`config.mk`:
```
export PLATFORM = sky130hd
export DESIGN_NAME = ps2_key_command_scheduler
export DESIGN_NICKNAME = d
export VERILOG_FILES = /design/src/rtl/ps2_key_command_scheduler.sv
export SDC_FILE = /design/constraint.sdc
export NUM_CORES = 1
export LEC_CHECK = 0
export CAP_MARGIN = 10
export CORE_MARGIN = 5
export CORE_UTILIZATION = 59
export DETAILED_ROUTE_END_ITERATION = 7
export GPL_ROUTABILITY_DRIVEN = 0
export PLACE_DENSITY_LB_ADDON = 0.3
export RECOVER_POWER = 100
export REMOVE_ABC_BUFFERS = 1
export SLEW_MARGIN = 25
export SYNTH_ARGS = -nofsm -noshare
export SYNTH_HDL_FRONTEND = slang
export SYNTH_SLANG_ARGS = --single-unit
```
`constraint.sdc`:
```
create_clock -name clk -period 6.3 [get_ports clk]
set_input_delay 1.89 -clock clk [delete_from_list [all_inputs] [get_ports clk]]
set_output_delay 1.89 -clock clk [all_outputs]
set_load 0.05 [all_outputs]
```
`src/rtl/ps2_key_command_scheduler.sv`:
```
// ============================================================================
// ps2_key_command_scheduler
// ----------------------------------------------------------------------------
// Turns the decoded PS/2 byte stream into editor command events. A prefix FSM
// tracks make / break (F0) / extended (E0) sequences and the shift state;
// make codes are mapped to CHAR / ENTER / BKSP and the switch-qualified Enter
// commands (COMPILE, IDLE_MSG, SCROLL_UP, SCROLL_DOWN). Events are queued in a
// small FIFO drained by the text buffer with a valid/ready handshake.
//
// Ports
//   clk          in   system clock
//   rst          in   synchronous active-low reset
//   rx_byte      in   completed scancode byte
//   rx_valid     in   one-cycle strobe, rx_byte valid
//   rx_err       in   one-cycle strobe, receiver framing/parity error
//   sw           in   mode switches {SW15, SW14, SW13, SW12}
//   evt_valid    out  FIFO head valid
//   evt_code     out  0 CHAR,1 ENTER,2 BKSP,3 SCROLL_UP,4 SCROLL_DOWN,
//                     5 COMPILE,6 IDLE_MSG
//   evt_char     out  ASCII for CHAR, 8'h00 otherwise
//   evt_ready    in   consumer accepts the head when evt_valid
//   shift_active out  a shift key is held
//   overflow     out  sticky, an event was dropped on a full FIFO
//   fifo_count   out  number of queued events
// ============================================================================
module ps2_key_command_scheduler #(
    parameter int FIFO_DEPTH     = 4,
    parameter int TIMEOUT_CYCLES = 2_500_000
) (
    input  logic                              clk,
    input  logic                              rst,
    input  logic [7:0]                        rx_byte,
    input  logic                              rx_valid,
    input  logic                              rx_err,
    input  logic [3:0]                        sw,
    output logic                              evt_valid,
    output logic [2:0]                        evt_code,
    output logic [7:0]                        evt_char,
    input  logic                              evt_ready,
    output logic                              shift_active,
    output logic                              overflow,
    output logic [$clog2(FIFO_DEPTH+1)-1:0]   fifo_count
);

    localparam int CNT_W = $clog2(FIFO_DEPTH + 1);
    localparam int PTR_W = $clog2(FIFO_DEPTH);
    localparam int TMO_W = $clog2(TIMEOUT_CYCLES + 1);

    localparam logic [2:0] EV_CHAR     = 3'd0;
    localparam logic [2:0] EV_ENTER    = 3'd1;
    localparam logic [2:0] EV_BKSP     = 3'd2;
    localparam logic [2:0] EV_SCR_UP   = 3'd3;
    localparam logic [2:0] EV_SCR_DOWN = 3'd4;
    localparam logic [2:0] EV_COMPILE  = 3'd5;
    localparam logic [2:0] EV_IDLE_MSG = 3'd6;

    typedef enum logic [1:0] {
        ST_IDLE      = 2'd0,
        ST_BREAK     = 2'd1,
        ST_EXT       = 2'd2,
        ST_EXT_BREAK = 2'd3
    } state_t;

    // Scancode set 2 to lowercase ASCII; 8'h00 marks an unmapped code.
    function automatic logic [7:0] char_map(input logic [7:0] code);
        logic [7:0] ch;
        case (code)
            8'h1C: ch = 8'h61;  8'h32: ch = 8'h62;  8'h21: ch = 8'h63;
            8'h23: ch = 8'h64;  8'h24: ch = 8'h65;  8'h2B: ch = 8'h66;
            8'h34: ch = 8'h67;  8'h33: ch = 8'h68;  8'h43: ch = 8'h69;
            8'h3B: ch = 8'h6A;  8'h42: ch = 8'h6B;  8'h4B: ch = 8'h6C;
            8'h3A: ch = 8'h6D;  8'h31: ch = 8'h6E;  8'h44: ch = 8'h6F;
            8'h4D: ch = 8'h70;  8'h15: ch = 8'h71;  8'h2D: ch = 8'h72;
            8'h1B: ch = 8'h73;  8'h2C: ch = 8'h74;  8'h3C: ch = 8'h75;
            8'h2A: ch = 8'h76;  8'h1D: ch = 8'h77;  8'h22: ch = 8'h78;
            8'h35: ch = 8'h79;  8'h1A: ch = 8'h7A;
            8'h45: ch = 8'h30;  8'h16: ch = 8'h31;  8'h1E: ch = 8'h32;
            8'h26: ch = 8'h33;  8'h25: ch = 8'h34;  8'h2E: ch = 8'h35;
            8'h36: ch = 8'h36;  8'h3D: ch = 8'h37;  8'h3E: ch = 8'h38;
            8'h46: ch = 8'h39;
            8'h29: ch = 8'h20;  8'h4E: ch = 8'h2D;  8'h55: ch = 8'h3D;
            8'h4C: ch = 8'h3B;  8'h41: ch = 8'h2C;  8'h49: ch = 8'h2E;
            8'h4A: ch = 8'h2F;
            default: ch = 8'h00;
        endcase
        return ch;
    endfunction

    // Enter is re-purposed by the switches, highest switch first.
    function automatic logic [2:0] enter_cmd(input logic [3:0] sws);
        logic [2:0] cmd;
        if (sws[3])      cmd = EV_COMPILE;
        else if (sws[2]) cmd = EV_IDLE_MSG;
        else if (sws[1]) cmd = EV_SCR_UP;
        else if (sws[0]) cmd = EV_SCR_DOWN;
        else             cmd = EV_ENTER;
        return cmd;
    endfunction

    // Make-code decode: returns {push, code[2:0], char[7:0]}.
    function automatic logic [11:0] decode_make(input logic [7:0] code,
                                                input logic       shift,
                                                input logic [3:0] sws);
        logic [7:0]  ch;
        logic [11:0] res;
        ch = char_map(code);
        case (code)
            8'h66:   res = {1'b1, EV_BKSP, 8'h00};
            8'h5A:   res = {1'b1, enter_cmd(sws), 8'h00};
            default: begin
                if (ch == 8'h00) begin
                    res = 12'h000;
                end else if (shift && (ch >= 8'h61) && (ch <= 8'h7A)) begin
                    res = {1'b1, EV_CHAR, ch - 8'h20};
                end else begin
                    res = {1'b1, EV_CHAR, ch};
                end
            end
        endcase
        return res;
    endfunction

    state_t               r_state;
    logic                 r_shift;
    logic [TMO_W-1:0]     r_tmo;

    logic [2:0]           r_mem_code [FIFO_DEPTH];
    logic [7:0]           r_mem_char [FIFO_DEPTH];
    logic [PTR_W-1:0]     r_wr_ptr;
    logic [PTR_W-1:0]     r_rd_ptr;
    logic [CNT_W-1:0]     r_count;
    logic                 r_overflow;
    logic                 r_evt_valid;
    logic [2:0]           r_evt_code;
    logic [7:0]           r_evt_char;

    logic [11:0]          w_dec;
    logic                 w_push;
    logic [2:0]           w_push_code;
    logic [7:0]           w_push_char;
    logic                 w_full;
    logic                 w_pop;
    logic                 w_push_ok;
    logic [CNT_W-1:0]     w_count_nxt;
    logic [PTR_W-1:0]     w_rd_nxt;

    assign w_dec = decode_make(rx_byte, r_shift, sw);

    // Event generated by the byte sampled this edge (errors suppress it).
    always_comb begin
        w_push      = 1'b0;
        w_push_code = 3'd0;
        w_push_char = 8'h00;
        if (rx_valid && !rx_err) begin
            case (r_state)
                ST_IDLE: begin
                    {w_push, w_push_code, w_push_char} = w_dec;
                end
                ST_EXT: begin
                    case (rx_byte)
                        8'h75: begin
                            w_push      = 1'b1;
                            w_push_code = EV_SCR_UP;
                        end
                        8'h72: begin
                            w_push      = 1'b1;
                            w_push_code = EV_SCR_DOWN;
                        end
                        // Keypad Enter behaves exactly like the main Enter.
                        8'h5A: begin
                            {w_push, w_push_code, w_push_char} = w_dec;
                        end
                        default: begin
                            w_push = 1'b0;
                        end
                    endcase
                end
                default: begin
                    w_push = 1'b0;
                end
            endcase
        end else begin
            w_push = 1'b0;
        end
    end

    assign w_full      = (r_count == CNT_W'(FIFO_DEPTH));
    assign w_pop       = (r_count != {CNT_W{1'b0}}) && evt_ready;
    // A full FIFO still accepts a push when the head leaves on the same edge.
    assign w_push_ok   = w_push && (!w_full || w_pop);
    assign w_count_nxt = r_count + CNT_W'(w_push_ok) - CNT_W'(w_pop);
    assign w_rd_nxt    = w_pop ? (r_rd_ptr + PTR_W'(1)) : r_rd_ptr;

    // Prefix FSM, shift state and prefix timeout.
    always_ff @(posedge clk) begin
        if (!rst) begin
            r_state <= ST_IDLE;
            r_shift <= 1'b0;
            r_tmo   <= {TMO_W{1'b0}};
        end else if (rx_err) begin
            r_state <= ST_IDLE;
            r_tmo   <= {TMO_W{1'b0}};
        end else if (rx_valid) begin
            r_tmo <= {TMO_W{1'b0}};
            case (r_state)
                ST_IDLE: begin
                    if (rx_byte == 8'hF0) begin
                        r_state <= ST_BREAK;
                    end else if (rx_byte == 8'hE0) begin
                        r_state <= ST_EXT;
                    end else begin
                        r_state <= ST_IDLE;
                        if ((rx_byte == 8'h12) || (rx_byte == 8'h59)) begin
                            r_shift <= 1'b1;
                        end
                    end
                end
                ST_BREAK: begin
                    if ((rx_byte == 8'h12) || (rx_byte == 8'h59)) begin
                        r_shift <= 1'b0;
                    end
                    r_state <= ST_IDLE;
                end
                ST_EXT: begin
                    r_state <= (rx_byte == 8'hF0) ? ST_EXT_BREAK : ST_IDLE;
                end
                default: begin
                    r_state <= ST_IDLE;
                end
            endcase
        end else if (r_state != ST_IDLE) begin
            // An abandoned prefix must not swallow the next make code.
            if (r_tmo == TMO_W'(TIMEOUT_CYCLES - 1)) begin
                r_state <= ST_IDLE;
                r_tmo   <= {TMO_W{1'b0}};
            end else begin
                r_tmo <= r_tmo + TMO_W'(1);
            end
        end else begin
            r_tmo <= {TMO_W{1'b0}};
        end
    end

    // Event storage; contents are don't-care until written, so no reset.
    always_ff @(posedge clk) begin
        if (w_push_ok) begin
            r_mem_code[r_wr_ptr] <= w_push_code;
            r_mem_char[r_wr_ptr] <= w_push_char;
        end
    end

    // FIFO pointers, count, overflow and the registered head outputs.
    always_ff @(posedge clk) begin
        if (!rst) begin
            r_wr_ptr    <= {PTR_W{1'b0}};
            r_rd_ptr    <= {PTR_W{1'b0}};
            r_count     <= {CNT_W{1'b0}};
            r_overflow  <= 1'b0;
            r_evt_valid <= 1'b0;
            r_evt_code  <= 3'd0;
            r_evt_char  <= 8'h00;
        end else begin
            if (w_push_ok) begin
                r_wr_ptr <= r_wr_ptr + PTR_W'(1);
            end
            if (w_push && w_full && !w_pop) begin
                r_overflow <= 1'b1;
            end
            r_rd_ptr <= w_rd_nxt;
            r_count  <= w_count_nxt;
            // The new head is the entry being written this edge when it lands
            // at the next read slot; otherwise it is already in storage.
            if (w_count_nxt == {CNT_W{1'b0}}) begin
                r_evt_valid <= 1'b0;
                r_evt_code  <= 3'd0;
                r_evt_char  <= 8'h00;
            end else if (w_push_ok && (r_wr_ptr == w_rd_nxt)) begin
                r_evt_valid <= 1'b1;
                r_evt_code  <= w_push_code;
                r_evt_char  <= w_push_char;
            end else begin
                r_evt_valid <= 1'b1;
                r_evt_code  <= r_mem_code[w_rd_nxt];
                r_evt_char  <= r_mem_char[w_rd_nxt];
            end
        end
    end

    assign evt_valid    = r_evt_valid;
    assign evt_code     = r_evt_code;
    assign evt_char     = r_evt_char;
    assign shift_active = r_shift;
    assign overflow     = r_overflow;
    assign fifo_count   = r_count;

endmodule

```
# Yosys cells after proc, flatten, opt, wreduce, memory -nomap -nowiden
# Memory sizes are Yosys's and may differ from the RTL's. A register that Yosys moved wholly into a read port is not among the register bits.
# Index checks and enable logic that the tools add are counted.
# W data, S select, Z words.
word_totals:
  rom_bits: 896
  output_inout_bits: 17
  input_bits: 17
  ramBits: 44
  word_cells: 97
  mem_count: 3
  regBits: 34
mem_list:
  columns: ["name", "words", "width", "read_ports", "rd_ports_with_merged_regs", "wr", "line", "source"]
  rows:
  - ["(no name shown)", 128, 7, 1, 0, 0, "67", "case (code)"]
  - ["r_mem_char", 4, 8, 1, 1, 1, "128", "logic [7:0] r_mem_char [FIFO_DEPTH];"]
  - ["r_mem_code", 4, 3, 1, 1, 1, "127", "logic [2:0] r_mem_code [FIFO_DEPTH];"]
classes:
  muxes: 33
  order_cmp: 2
  bitwise_logic: 3
  eq_ne: 16
  n_reduce_logical: 26
  addsub: 6
op_table:
  columns: ["cell", "count"]
  rows:
  - ["$eq A8 B7 Y1 const B", 5]
  - ["$mux W8", 4]
  - ["$pmux W12 S2", 1]
  - ["$add A22 B1 Y22 const B", 1]
  - ["$eq A22 B22 Y1 const B", 1]
  - ["$eq A8 B8 Y1 const B", 2]
  - ["$pmux W8 S2", 1]
  - ["$mux W3", 5]
  - ["$mux W2", 7]
  - ["$mux W12", 1]
  - ["$pmux W3 S3", 1]
  - ["$eq A8 B5 Y1 const B", 1]
  - ["$ge A8 B7 Y1 const B", 1]
  - ["$le A8 B7 Y1 const B", 1]
  - ["$logic_not A8 Y1", 1]
  - ["$mux W1", 8]
  - ["$ne A2 B2 Y1 const B", 4]
  - ["$reduce_bool A2 Y1", 4]
  - ["$sub A8 B6 Y8 const B", 1]
  - ["$logic_and A1 B1 Y1", 7]
  - ["$reduce_and A7 Y1", 1]
  - ["$pmux W1 S2", 3]
  - ["$pmux W3 S2", 1]
  - ["$reduce_or A2 Y1", 3]
  - ["other kinds (15)", 21]

# Depth between registers and ports, before layout
# An unclocked memory read counts as a cell.
depth:
  depth_word: 16
  mapped_depth: 23

# Worst setup path after synthesis
# OpenSTA, ideal clock, no wires.
synth_path:
  path_kind: "input port to flip-flop"
  startpoint: "input port rx_byte[0]"
  endpoint: "register r_evt_char[5], in the netlist evt_char[5], read port of r_mem_char"
  arrival_time_ns: 5.710
  n_path_buf: 3
  slack_ns: 0.470
  required_ns: 6.180
  path_stages: 21
  setup_time_ns: 0.120
  cell_sequence: "inv_1 -> ha_1 -> buf_2 -> nor3b_1 -> o311a_1 -> o32a_1 -> nor2b_4 -> a311oi_4 -> inv_2 -> buf_4 -> ha_1 -> inv_1 -> ha_1 -> inv_1 -> fa_1 -> xnor2_1 -> xnor2_1 -> o21ai_0 -> clkbuf_1 -> nor4_1 -> o2bb2ai_1"
synth_between:
  elab_chain_cells: 13
synth_rtl:
  columns: ["element", "line", "source"]
  rows:
  - ["start, declared", "32", "input logic [7:0] rx_byte,"]
  - ["$mem_v2 Z128 W7", null, null]
  - ["$mux W8", "67", null]
  - ["$logic_not A8 Y1", "111", "if (ch == 8'h00) begin"]
  - ["$mux W12", "111", null]
  - ["$pmux W12 S2", "107", "case (code)"]
  - ["$pmux W1 S2", "160", "case (rx_byte)"]
  - ["$pmux W1 S2 *", "155", "case (r_state)"]
  - ["$mux W1 *", "154", "if (rx_valid && !rx_err) begin"]
  - ["$logic_and A1 B1 Y1 *", "190", "assign w_push_ok = w_push && (!w_full || w_pop);"]
  - ["$add A3 B1 Y3 *", "191", "assign w_count_nxt = r_count + CNT_W'(w_push_ok) - CNT_W'(w_pop);"]
  - ["$sub A3 B1 Y3 *", "191", null]
  - ["$logic_not A3 Y1 *", "273", "if (w_count_nxt == {CNT_W{1'b0}}) begin"]
  - ["$reduce_or A2 Y1 (no line) *", null, null]
  - ["end, declared", "135", "logic [7:0] r_evt_char;"]
# Mark *: on every way between the ends. The rest lies on a longest branch, timed or not.
# A chain may end at the register's enable or synchronous reset.

# Final worst setup path
layout_path:
  startpoint: "input port rx_byte[2]"
  endpoint: "register r_evt_char[4], in the netlist evt_char[4], read port of r_mem_char"
# The elaborated chain is that of the path after synthesis.

==> results.toml <==
[synth]
netlist.top_cell.by_area = "edfxtp_1"
synthXorXnorAreaFrac = 0.0473
synth_simple_gate_area_frac = 0.218
synth.area.mux_share = 0.0600
yosys_warnings = 0
syn_inst = 475
yosys.cell_types.count = 72
async_flop_share = 0
synth_commonest_cells = "dfxtp_1 (45), edfxtp_1 (44), nor2_1 (43), nand2_1 (34), nand3_1 (29)"
synth_seq_area_share = 0.462
synth_top_family_by_area = "simple AND/OR/NAND/NOR gates"
synth_area_leaders = "edfxtp_1 (27%), dfxtp_1 (19%), mux4_2 (5.1%), ha_1 (3.9%), nor2_1 (3.4%)"
synth.top_cell.area_share = 0.274
synthAdderAreaFrac = 0.0431
synth_seq_cells = 89
synth_most_common_cell = "dfxtp_1"
synth_compound_area_frac = 0.129
synth_top_flop_cell = "dfxtp_1"
synth-edff-count = 44
synth_area_sq_um = 4810
syn_area_per_cell_sq_um = 10.1

[floorplan]
die_w_microns = 100
core.rowCount = 33
die_h_microns = 100
die_area_sq_um = 10100
io_pins = 34
initial_core_util = 0.595
core_region_area_sq_um = 8090

[detailed_routing]
wirelength_microns = 10900
vias_per_cell = 6.02
routedWlPerCell_microns = 17.3
ant_nets = 0
post-route-drc-count = 0
wirelength_met1_microns = 4550
dr_wl_met2_microns = 5370
drtIter0Drc = 221
first_pass_iters = 5
vias = 3801
topRoutingLayerUsed = "met4"
wl_met3_microns = 675

[worst_setup_path]
worstSetupPathType = "input pin to flop"
crit_arrival_ns = 6.18
path_cells = "dlygate4sd3_1 > buf_4 > nand2b_1 > a21boi_0 > o311a_1 > a221o_1 > and3b_2 > a311oi_4 > inv_2 > ha_1 > inv_1 > ha_1 > inv_1 > fa_1 > xnor2_1 > xnor2_1 > o21ai_1 > clkbuf_2 > a21oi_1"
r2r_slack_ns = 3.03
setup.worst_path.start_class = "input pin"
crit_path_start = "rx_byte[2]"
reg2reg_to = "evt_char[4]$_SDFF_PP0_"
critPathMaxStageDelay_ns = 0.67
end_kind = "flop"
r2r_start = "r_state[1]$_SDFFE_PP0P_"
cp-endpoint = "evt_char[4]$_SDFF_PP0_"
critPathMaxFanout = 21
cp_slowest_cell = "dlygate4sd3_1"
required_ns = 6.55
reg2reg_depth = 14

[cells_and_area]
finalNonFillerCells = 631
area_delta_synth_final_pct = 14.2
layout-drive-gt1-share = 0.114
n_antenna_cell = 0
final_nets = 554
fin_util = 0.680
fin_area_sq_um = 5500

[timing]
finalMaxSlewViolations = 0
fin_crit_sh = 0.941
period_minus_slack_ns = 5.93
hold_viol = 0
max_freq_mhz = 169
finClkSkew_ns = 0.0149
worstMarginPinSlew_ns = 0.962
rsz0062_at_grt = "false"
setup_viol = 0
slew-limit-headroom = 0.354

[cts]
root_buffer = "clkbuf_8"
cts_tree = "done"
clkTransAtPathRegs_ns = 0.10
clockBufferDepth = 2
numClockSinks = 89
cts_max_level = 3
cts_buffers = 9
post_cts_buffers = 0
insertion_delay_ns = 0.37

[global_routing]
grt_max_degree = 37
antenna_found_initial = 0
grt_overflow = 0
grt_pass1_vias = 3814
grt.total_usage = 0.229
grt_first_pass_wirelength_microns = 18400

[placement]
dp.cells = 615
placed_cell_area_sq_um = 5350
numPortBuffers = 33
dp_hpwl_microns = 8010

[worst_hold_path]
hold_depth = 1
hold_path_class = "flop to flop"

[power]
leakage_uw = 0.00198
power_density_nw_per_um2 = 317
irDropWorstVdd_mv = 0.158

[outcome]
outcome = "finished clean"

[run]
cap_violations = 0
==> per-stage QoR <==
| step | total power (uW) | hold WS (ns) | setup TNS, ns | setup slack (ns) |
|---|---|---|---|---|
| 5_1_grt | 1830 | 0.508 | 0 | 0.0637 |
| 2_1_floorplan | 1170 | 0.430 | 0 | 0.0558 |
| 6_report | 1740 | 0.487 | 0 | 0.373 |
| 3_3_place_gp | 1380 | 0.448 | 0 | 0.0936 |
| 3_5_place_dp | 1400 | 0.477 | -1.58 | -0.173 |
| 4_1_cts | 1780 | 0.496 | 0 | 0.196 |
==> layout by cell type (no fill, tap or decap), types with 13 or more instances in the layout <==
| cell | Yosys | final |
|---|---|---|
| nand2b_1 | 14 | 14 |
| nand3_1 | 29 | 29 |
| xor2_1 | 16 | 16 |
| nand2_1 | 34 | 34 |
| inv_1 | 18 | 18 |
| edfxtp_1 | 44 | 44 |
| dfxtp_1 | 45 | 45 |
| o21ai_0 | 18 | 17 |
| buf_4 | 4 | 15 |
| ha_1 | 15 | 15 |
| dlygate4sd3_1 | 0 | 20 |
| a21oi_1 | 23 | 23 |
| nor2_1 | 43 | 43 |
| clkdlybuf4s50_1 | 0 | 13 |
==> where the power goes <==
part / switching [uW] / internal, uW / leakage (uW)
registers: 24.7 / 654 / 0.000782
clock network: 230 / 155 / 0.0000942
logic: 419 / 261 / 0.00110
==> registers in the layout, indices dropped and copies added (netlist names) <==
name          count
r_mem_code       12
r_rd_ptr          2
overflow          1
evt_char          8
r_tmo            22
r_wr_ptr          2
r_mem_char       32
r_state           2
evt_code          3
evt_valid         1
shift_active      1
fifo_count        3
==> worst min path at each step <==
stage / endpoint / from
after floorplan: r_tmo[0]$_SDFF_PP0_ / r_tmo[0]$_SDFF_PP0_
after global routing: r_tmo[0]$_SDFF_PP0_ / r_tmo[0]$_SDFF_PP0_
final: r_tmo[0]$_SDFF_PP0_ / r_tmo[0]$_SDFF_PP0_
after detailed placement: r_tmo[0]$_SDFF_PP0_ / r_tmo[0]$_SDFF_PP0_
after CTS: r_tmo[0]$_SDFF_PP0_ / r_tmo[0]$_SDFF_PP0_
after global placement: r_tmo[0]$_SDFF_PP0_ / r_tmo[0]$_SDFF_PP0_
==> logic make-up after synthesis <==
logic type,count (synthesis)
simple gates,197
mux,15
xor+xnor,26
fa+ha+maj,16
compound gates,91
flops,89
buf+inv,41
==> routing by layer <==
| layer | GRT usage | up-vias |
|---|---|---|
| li1 | - | 1817 |
| met1 | 0.286 | 1793 |
| met2 | 0.395 | 155 |
| met3 | 0.0389 | 36 |
| met4 | 0.0902 | 0 |
| met5 | 0 | - |
==> cell type report <==
type	instances	area (sq um)
fill	651	2590
multi-input combinational	345	2380
sequential	89	2220
timing repair buffer	56	494
tap	105	131
clock buffer	9	124
inverter	20	75.1
clock inverter	7	73.8
==> repair_timing <==
item | CTS | global route
endpoints found under the setup margin | 0 | 11
resized for setup | 0 | 1
hold buffers | 0 | 0
==> worst max-delay path: cells and delay by family <==
kind | cells | cell delay [ns]
buf+inv | 6 | 1.44
compound gates | 6 | 1.33
fa+ha+maj | 3 | 0.73
simple gates | 2 | 0.50
xor+xnor | 2 | 0.29
Power figures use the tool's default switching activity.
